**src/rtl/fp_pkg.sv**
```systemverilog
// rtl/fp_pkg.sv - shared widths, FSM encoding and special-case classification for fp_mul_seq
package fp_pkg;

  localparam int N_EXP  = 11;
  localparam int N_MAN  = 52;
  localparam int EXP_W  = N_EXP + 2;
  localparam int OEXP_W = N_EXP + 3;
  localparam int PROD_W = 2 * N_MAN + 2;
  localparam int CNT_W  = $clog2(N_MAN + 2);

  typedef enum logic [1:0] {
    ST_IDLE = 2'd0,
    ST_MUL  = 2'd1,
    ST_DONE = 2'd2
  } state_e;

  typedef struct packed {
    logic nan;
    logic inf;
    logic zero;
  } cls_t;

  // nan beats inf beats zero; inf*zero is the only case that creates a nan
  function automatic cls_t special_class(input logic a_nan, input logic a_inf, input logic a_zero,
                                         input logic b_nan, input logic b_inf, input logic b_zero);
    cls_t c;
    c.nan  = a_nan | b_nan | (a_inf & b_zero) | (b_inf & a_zero);
    c.inf  = !c.nan && (a_inf | b_inf);
    c.zero = !c.nan && !c.inf && (a_zero | b_zero);
    return c;
  endfunction

endpackage

```
**src/rtl/fp_mul_iter.sv**
```systemverilog
// rtl/fp_mul_iter.sv - radix-2 shift-add mantissa multiplier, one partial product per cycle
module fp_mul_iter
  import fp_pkg::*;
(
  input  logic              clk,
  input  logic              rst,
  input  logic              start,
  input  logic [N_MAN:0]    multiplicand,
  input  logic [N_MAN:0]    multiplier,
  output logic              busy,
  output logic [PROD_W-1:0] product
);

  logic [N_MAN:0]   mcand_q, mcand_d;
  logic [N_MAN:0]   hi_q, hi_d;
  logic [N_MAN:0]   lo_q, lo_d;
  logic [CNT_W-1:0] cnt_q, cnt_d;
  logic [N_MAN+1:0] sum;

  always_comb begin
    sum     = {1'b0, hi_q} + (lo_q[0] ? {1'b0, mcand_q} : '0);
    mcand_d = mcand_q;
    hi_d    = hi_q;
    lo_d    = lo_q;
    cnt_d   = cnt_q;
    if (start) begin
      mcand_d = multiplicand;
      hi_d    = '0;
      lo_d    = multiplier;
      cnt_d   = CNT_W'(N_MAN + 1);
    end else if (cnt_q != '0) begin
      // low product bits retire into the multiplier register as it empties
      hi_d  = sum[N_MAN+1:1];
      lo_d  = {sum[0], lo_q[N_MAN:1]};
      cnt_d = cnt_q - 1'b1;
    end
  end

  always_ff @(posedge clk) begin
    if (rst) begin
      mcand_q <= '0;
      hi_q    <= '0;
      lo_q    <= '0;
      cnt_q   <= '0;
    end else begin
      mcand_q <= mcand_d;
      hi_q    <= hi_d;
      lo_q    <= lo_d;
      cnt_q   <= cnt_d;
    end
  end

  // Drops during the final step so the owner can leave MUL on the edge the product completes
  assign busy    = (cnt_q > CNT_W'(1));
  assign product = {hi_q, lo_q};

endmodule

```
**src/rtl/fp_mul_seq.sv**
```systemverilog
// rtl/fp_mul_seq.sv - sequential fp multiplier core: FSM, special cases, exponent add, normalization
module fp_mul_seq
  import fp_pkg::*;
(
  input  logic                     clk,
  input  logic                     rst,
  input  logic                     in_valid,
  output logic                     in_ready,
  input  logic                     a_sign,
  input  logic                     b_sign,
  input  logic signed [EXP_W-1:0]  a_exp,
  input  logic signed [EXP_W-1:0]  b_exp,
  input  logic [N_MAN:0]           a_man,
  input  logic [N_MAN:0]           b_man,
  input  logic                     a_nan,
  input  logic                     a_inf,
  input  logic                     a_zero,
  input  logic                     b_nan,
  input  logic                     b_inf,
  input  logic                     b_zero,
  output logic                     out_valid,
  input  logic                     out_ready,
  output logic                     out_sign,
  output logic signed [OEXP_W-1:0] out_exp,
  output logic [PROD_W-1:0]        out_man,
  output logic                     out_nan,
  output logic                     out_inf,
  output logic                     out_zero
);

  localparam logic signed [OEXP_W-1:0] EXP_ONE = OEXP_W'(1);

  state_e                    state_q, state_d;
  logic                      sign_q, sign_d;
  logic signed [OEXP_W-1:0]  exp_q, exp_d;
  cls_t                      cls_q, cls_d;
  cls_t                      cls_in;
  logic                      accept;
  logic                      iter_start;
  logic                      iter_busy;
  logic [PROD_W-1:0]         prod;

  assign cls_in     = special_class(a_nan, a_inf, a_zero, b_nan, b_inf, b_zero);
  assign accept     = (state_q == ST_IDLE) && in_valid;
  assign iter_start = accept && (cls_in == '0);

  fp_mul_iter u_iter (
    .clk          (clk),
    .rst          (rst),
    .start        (iter_start),
    .multiplicand (a_man),
    .multiplier   (b_man),
    .busy         (iter_busy),
    .product      (prod)
  );

  always_ff @(posedge clk) begin
    if (rst) state_q <= ST_IDLE;
    else     state_q <= state_d;
  end

  always_comb begin
    state_d = state_q;
    case (state_q)
      ST_IDLE: if (in_valid) state_d = (cls_in != '0) ? ST_DONE : ST_MUL;
      ST_MUL:  if (!iter_busy) state_d = ST_DONE;
      ST_DONE: if (out_ready) state_d = ST_IDLE;
      default: state_d = ST_IDLE;
    endcase
  end

  always_comb begin
    sign_d = sign_q;
    exp_d  = exp_q;
    cls_d  = cls_q;
    if (accept) begin
      sign_d = cls_in.nan ? 1'b0 : (a_sign ^ b_sign);
      exp_d  = $signed({a_exp[EXP_W-1], a_exp}) + $signed({b_exp[EXP_W-1], b_exp});
      cls_d  = cls_in;
    end
  end

  always_ff @(posedge clk) begin
    if (rst) begin
      sign_q <= 1'b0;
      exp_q  <= '0;
      cls_q  <= '0;
    end else begin
      sign_q <= sign_d;
      exp_q  <= exp_d;
      cls_q  <= cls_d;
    end
  end

  // Iterator registers stay frozen once the count is spent, so DONE outputs are stable
  always_comb begin
    in_ready  = (state_q == ST_IDLE);
    out_valid = (state_q == ST_DONE);
    out_sign  = sign_q;
    out_nan   = cls_q.nan;
    out_inf   = cls_q.inf;
    out_zero  = cls_q.zero;
    out_man   = '0;
    out_exp   = '0;
    if (cls_q == '0) begin
      if (prod[PROD_W-1]) begin
        out_man = prod;
        out_exp = exp_q + EXP_ONE;
      end else begin
        out_man = prod << 1;
        out_exp = exp_q;
      end
    end
  end

endmodule
```
**config.mk**
```make
export PLATFORM = sky130hd
export DESIGN_NAME = fp_mul_seq
export DESIGN_NICKNAME = d
export VERILOG_FILES = /design/src/rtl/fp_pkg.sv /design/src/rtl/fp_mul_iter.sv /design/src/rtl/fp_mul_seq.sv
export SDC_FILE = /design/constraint.sdc
export NUM_CORES = 1
export LEC_CHECK = 0
export BUFFER_PORTS_ARGS = -buffer_cell sky130_fd_sc_hd__buf_2
export CAP_MARGIN = 20
export CORE_MARGIN = 5
export CORE_UTILIZATION = 43
export CTS_BUF_LIST = sky130_fd_sc_hd__clkbuf_2
export DETAILED_ROUTE_END_ITERATION = 8
export GPL_TIMING_DRIVEN = 0
export PLACE_DENSITY = 0.65
export SYNTH_ARGS = -nofsm -noshare
export SYNTH_HDL_FRONTEND = slang
export SYNTH_SLANG_ARGS = --single-unit
```
**constraint.sdc**
```tcl
create_clock -name clk -period 4.3 [get_ports clk]
set_input_delay 0.86 -clock clk [delete_from_list [all_inputs] [get_ports clk]]
set_output_delay 0.86 -clock clk [all_outputs]
set_load 0.01 [all_outputs]
```
==> impl_results.md, run 1 <==
* Congestion Overflow GR at 0
* Post-synth design cell area at 12700 um2
* Wire per inst at 17.5 um
* Initial antenna violation count at 5
* Die height at 182 um
* Min Tclk post-route at 4.10 ns
* Worst slew margin at 36.2%
* Post-synth top area cell: dfxtp_1
* Layout area overhead at 17.1%
* Crit end category: register
* Port-buffer cells at 268
* ANT nets after route at 0
* Max_cap viols at 0
* Fin. max-slew vios at 0
* Ys async rst share at 0%
* Clk buf depth at 2
* Top FF cell, synth: dfxtp_1
* DRC viols at 0
* Synth top area share at 29.2%
* Critical-path maximum fanout at 10
* Rows at 62
* DR pass1 iterations at 6
* Drt via density at between 5 and 6
* Power Density at 354 nW/um2
* Global-route wire length before repair at 66.0 mm
* CTS buffer count at 17
* Crit path cell chain: clkbuf_2 > clkbuf_1 > and2_1 > ha_1 > o211a_1 > o31ai_1 > a21oi_1 > a211oi_2 > a211oi_1 > nor3_1 > o311ai_1 > xnor2_1 > o21ai_1
* Share of layout cells above drive strength 1 at 16.1%
* Hold Crit Class: in2reg
* DRT iter0 DRCs at 1021
* Total wire length at 42.4 mm
* CP peak stage delay at 0.69 ns
* Mapped Avg Cell Area at about 7.3 um2
* GPL Wtd Cong at roughly 0.94
* H-tree depth at 4
* Placed cells at 2391
* Synth Register Bits at 185
* Die ar. at 33000 um2
* Synth Net Count at a little under 2000
* Gr usage total at about 24%
* Hold Fails Final Rpt at 0
* Worst Setup Path Type: reg2reg
* Number of hold buffers added after CTS at 0
* Top cells by area, synth: dfxtp_1 (29%), nand2_1 (10%), mux2i_1 (8.4%), nor2_1 (7.1%), ha_1 (6.8%)
* Layout Skew at about 0.056 ns
* Via count at 13300
* Boundary Pins at 270
* Status: finished, final reports clean
* Min setup slack post-route at 0.200 ns
* Yosys warnings at 0
* CORE AREA at 28900 um2
* Startpoint Class: register
* Yosys cell types at 71
* Non-Filler Instances at 2429
* Setup TNS Final at 0 ns
* Final Cell Area at between 10000 and 15000 um2
* Number of flops mapped to enable cells by yosys at 0
* DP HPWL at 32.9 mm
* Worst-Margin Slew at about 0.95 ns
* Post-route core utilization at 51.3%
* DIE WIDTH at 182 um
* Seq/Total Area, Yosys at 29.2%
* Slowest stage cell, crit path: nor3_1
* Worst-Skew Late Latency at 0.79 ns
* Max Freq at roughly 0.24 GHz
* Sink Count at 185
* RSZ-0062 raised after global routing: false
* Final setup vio count at 0
* CTS clk-pin slew, worst paths at about 0.34 ns
* Gate Count Post-Synth at 1736
* Leakage at 6.26 nW
* CTS tree: built
* Layout Nets at 2243
* Pre-CTS worst setup slack at -0.179 ns
* Vias in the first global route at between 10000 and 15000
* Final period utilization at 95.3%
* Root buf cell: clkbuf_2
* Starting Density at 43.8%
* WP data required at 4.98 ns
* Arrival @ worst endpoint at roughly 4.8 ns
* Dpl cell area at 14500 um2
* Peak supply drop at around 0.0002 V
* Largest net degree at the start of global routing at 19
==> sequential cells by signal (all words and copies together), names as in the netlist <==
register,count
out_nan,1
out_sign,1
u_iter.cnt_q,6
u_iter.lo_q,53
state_q,2
u_iter.mcand_q,53
u_iter.hi_q,53
exp_q,14
out_zero,1
out_inf,1
==> area by class of cell <==
cell class	count	area (um2)
fillers	2987	14100
multi-input cells	1402	8410
flip-flops and latches	185	3700
repair buffers	273	1390
plain buffers	126	482
well taps	384	480
clock inverters	14	183
clock buffers	18	90.1
inverters	23	86.3
diodes	4	10.0
==> stage by stage <==
stage / total power [mW] / hold WS, ns
detailed placement: 4.26 / 0.444
floorplan: 3.43 / 0.432
global route: 5.56 / 0.110
CTS: 5.29 / 0.143
finish: 5.26 / 0.242
global placement: 4.21 / 0.441
==> cells in the final DEF (no fill, tap or decap), drive strengths merged, types with 10 or more instances in the layout <==
| master | count |
|---|---|
| o21ai | 51 |
| xor2 | 33 |
| clkbuf | 121 |
| nand4 | 16 |
| inv | 29 |
| nand2 | 337 |
| mux2i | 106 |
| buf | 296 |
| nor3 | 21 |
| a21o | 33 |
| a311oi | 54 |
| xnor2 | 29 |
| and3 | 10 |
| a21oi | 168 |
| ha | 69 |
| and2 | 55 |
| or3 | 10 |
| a211oi | 22 |
| nand3 | 40 |
| nor2 | 239 |
| dfxtp | 185 |
==> final timing paths <==
path	start	to	slack, ns	cells after the start
setup / recovery	u_iter.lo_q[0]	u_iter.hi_q[49]	0.20	13
hold / removal	a_man[48]	u_iter.mcand_q[48]	0.24	3
setup reg to reg	u_iter.lo_q[0]	u_iter.hi_q[49]	0.20	13
hold reg to reg	u_iter.mcand_q[13]	u_iter.mcand_q[13]	0.47	2
==> routing by layer <==
metal | part of all wire [%] | wire [um] | vias to the layer above | track usage (%)
met5 | 0.026 | 11 | - | 0
met4 | 2.3 | 990 | 2 | 7.30
met3 | 5.5 | 2350 | 64 | 4.02
met2 | 46 | 19500 | 416 | 38.9
met1 | 46 | 19600 | 6157 | 33.3
li1 | - | - | 6653 | -
==> timing repair <==
action                     4_1_cts  5_1_grt
gates resized for setup          2        3
pin swaps                        0        1
buffers inserted                 0        2
setup endpoints to repair       13        9
==> worst max-delay path: cells and delay by family, from the launching register on <==
family | cells | cell delay [ns]
AO/OA/AOI/OAI | 7 | 1.56
buffers and inverters | 2 | 0.68
adder cells (fa/ha/maj) | 1 | 0.29
AND/OR/NAND/NOR | 2 | 0.91
XOR/XNOR | 1 | 0.17
flip-flops | 1 | 0.40
==> cell usage after synthesis, types with 3 or more instances <==
| cell | count |
|---|---|
| or3_1 | 10 |
| and2_1 | 54 |
| clkbuf_1 | 103 |
| o211ai_1 | 5 |
| nor3_1 | 21 |
| buf_2 | 5 |
| a31oi_1 | 8 |
| nor2b_1 | 5 |
| nor2_1 | 239 |
| nand2b_1 | 7 |
| nand4_1 | 16 |
| a21o_1 | 33 |
| a211o_1 | 4 |
| xnor2_1 | 29 |
| nor4_1 | 3 |
| a31o_2 | 3 |
| buf_1 | 18 |
| ha_1 | 69 |
| o21ai_0 | 41 |
| a21oi_1 | 168 |
| a211oi_1 | 20 |
| o21bai_1 | 8 |
| xor2_1 | 33 |
| and4_1 | 4 |
| o21ai_1 | 9 |
| nand3_1 | 40 |
| and3_1 | 10 |
| nand3b_1 | 6 |
| o31ai_1 | 5 |
| o21a_1 | 7 |
| inv_1 | 23 |
| nand2_1 | 337 |
| a311oi_1 | 54 |
| dfxtp_1 | 185 |
| mux2i_1 | 106 |
==> power breakdown <==
group | leakage (nW) | total, mW | internal (mW) | switching, mW
sequential | 1.50 | 1.99 | 1.85 | 0.143
clock | 0.161 | 1.01 | 0.300 | 0.711
combinational | 4.61 | 2.25 | 0.677 | 1.57
==> logic make-up (layout without fill, tap and decap cells) <==
kind of cell	Yosys count	count (layout)	share of synthesized area, %
XOR/XNOR	62	62	4.29
adder cells (fa/ha/maj)	71	71	7.13
AND/OR/NAND/NOR	764	764	26.1
buffers and inverters	149	454	4.46
multiplexers	106	106	8.38
flip-flops	185	185	29.2
AO/OA/AOI/OAI	399	399	20.4
other	0	4	0
(Power assumes the default switching activity.)
==> run 2, diff against run 1 <==
--- a/config.mk
+++ b/config.mk
@@ -7,11 +7,9 @@
 export LEC_CHECK = 0
 export BUFFER_PORTS_ARGS = -buffer_cell sky130_fd_sc_hd__buf_2
 export CAP_MARGIN = 20
-export CORE_MARGIN = 5
 export CORE_UTILIZATION = 43
 export CTS_BUF_LIST = sky130_fd_sc_hd__clkbuf_2
 export DETAILED_ROUTE_END_ITERATION = 8
-export GPL_TIMING_DRIVEN = 0
 export PLACE_DENSITY = 0.65
 export SYNTH_ARGS = -nofsm -noshare
 export SYNTH_HDL_FRONTEND = slang
==> impl_results.md, run 2 (synthesis results as in run 1) <==
* Boundary Pins at 270
* ANT nets after route at 0
* Final Cell Area at 14500 um2
* Gr usage total at 24.2%
* RSZ-0062 raised after global routing: false
* Starting Density at 43.9%
* Rows at 62
* DR pass1 iterations at 5
* Crit end category: output pin
* Power Density at 345 nW/um2
* Layout area overhead at 14.4%
* Final setup vio count at 0
* Startpoint Class: register
* FF-to-FF End: u_iter.hi_q[37]
* Hold Crit Class: in2reg
* DRC viols at 0
* Die ar. at 30200 um2
* Arrival @ worst endpoint at 2.98 ns
* Flop-to-flop setup slack at 0.71 ns
* Layout Skew at 0.0500 ns
* Max Freq at roughly 0.26 GHz
* WP data required at 3.44 ns
* Worst Setup Path Type: reg2out
* Min Tclk post-route at 3.84 ns
* Most common cell after layout, fill and taps aside: nand2_1
* Reg2Reg Depth at 14
* CTS tree: built
* Drt via density at between 5 and 6
* DIE WIDTH at 174 um
* Global-route wire length before repair at approximately 60 mm
* Worst setup startpoint: u_iter.hi_q[52]
* Critical-path maximum fanout at 40
* Hold Fails Final Rpt at 0
* Fillers at 3016
* R2R Path Start: u_iter.lo_q[0]
* DP HPWL at 26.3 mm
* Post-route core utilization at 50.2%
* Number of hold buffers added after CTS at 0
* CTS buffer count at 17
* Post-CTS setup buffers at 0
* Wire per inst at 15.9 um
* Worst slew margin at 38.4%
* Dpl cell area at 14200 um2
* Post-layout power at 5.01 mW
* Via count at 12700
* Hold_ws at between 0.2 and 0.25 ns
* CTS clk-pin slew, worst paths at 0.29 ns
* Sink Count at 185
* CORE AREA at approximately 29000 um2
* Worst-Margin Slew at 0.924 ns
* Most frequent cells in the layout: nand2_1 (337), buf_2 (268), nor2_1 (238)
* Final period utilization at 89.3%
* Layout Nets at between 2000 and 2500
* Vias in the first global route at roughly 12000
* Biggest regs: u_iter.hi_q (53), u_iter.lo_q (53), u_iter.mcand_q (53)
* Root buf cell: clkbuf_2
* Initial antenna violation count at 5
* DRT iter0 DRCs at 816
* Congestion Overflow GR at 0
* Clk buf depth at 2
* Placed cells at 2283
* Fin. max-slew vios at 0
* GPL Wtd Cong at 0.916
* Port-buffer cells at 269
* Min setup slack post-route at roughly 0.46 ns
* Peak supply drop at 0.000270 V
* Cts repair resizes at 0
* Setup crit end: out_exp[11]
* Setup TNS Final at 0 ns
* Total wire length at roughly 37 mm
* Die height at 174 um
* Non-Filler Instances at between 2000 and 2500
* Largest net degree at the start of global routing at 131
* H-tree depth at 4
* Leakage at approximately 6.2 nW
* Max_cap viols at 0
* Pre-CTS worst setup slack at 0.832 ns
* Worst-Skew Late Latency at 0.81 ns
* Share of layout cells above drive strength 1 at 17.5%
* Status: finished, final reports clean
[run 2: changes by cell type in the layout (fill, tap and decap cells not counted), sizes merged]
cell      before  now
clkinv         5    7
clkbuf       121   19
inv           29   23
buf          296  289
clkinvlp       1    2
bufinv         2    3
[run 2: area by class of cell]
class / instances / area (um2) / area share (%)
multi-input combinational: 1402 / 8440 / 58.2
sequential: 185 / 3710 / 25.6
timing repair buffer: 289 / 1520 / 10.5
tap: 384 / 480 / 3.31
clock inverter: 12 / 153 / 1.05
clock buffer: 19 / 95.1 / 0.656
inverter: 23 / 86.3 / 0.595
antenna: 4 / 10.0 / 0.0690
[run 2: where the power goes]
group	total, mW	switching (mW)	internal (mW)
clock network	0.974	0.649	0.324
registers	2.05	0.199	1.85
logic	1.98	1.34	0.640
[run 2: worst min-delay path by stage]
stage | start | end | slack [ns] | depth (start not counted)
2_1_floorplan | u_iter.mcand_q[0] | u_iter.mcand_q[0] | 0.43 | 2
3_3_place_gp | u_iter.mcand_q[50] | u_iter.mcand_q[50] | 0.44 | 2
3_5_place_dp | u_iter.mcand_q[50] | u_iter.mcand_q[50] | 0.44 | 2
4_1_cts | a_man[3] | u_iter.mcand_q[3] | 0.15 | 3
5_1_grt | a_man[45] | u_iter.mcand_q[45] | 0.12 | 3
6_report | a_man[44] | u_iter.mcand_q[44] | 0.24 | 3
[run 2: per-layer routing]
layer | routed length, um | share of wire, % | vias to the layer above | global-route usage, %
met1 | 17500 | 47 | 5849 | 32.0
li1 | - | - | 6430 | -
met3 | 1920 | 5.2 | 58 | 4.21
met2 | 16600 | 45 | 360 | 39.7
met4 | 917 | 2.5 | 2 | 7.93
met5 | 13 | 0.035 | - | 0
[run 2: critical path, cell delays in order, from the launching register on]
cell	delay (ns)
dfxtp_4	0.88
nand4_1	0.41
nor2_1	0.33
nand4_1	0.15
xor2_1	0.16
nor2_1	0.09
buf_2	0.16
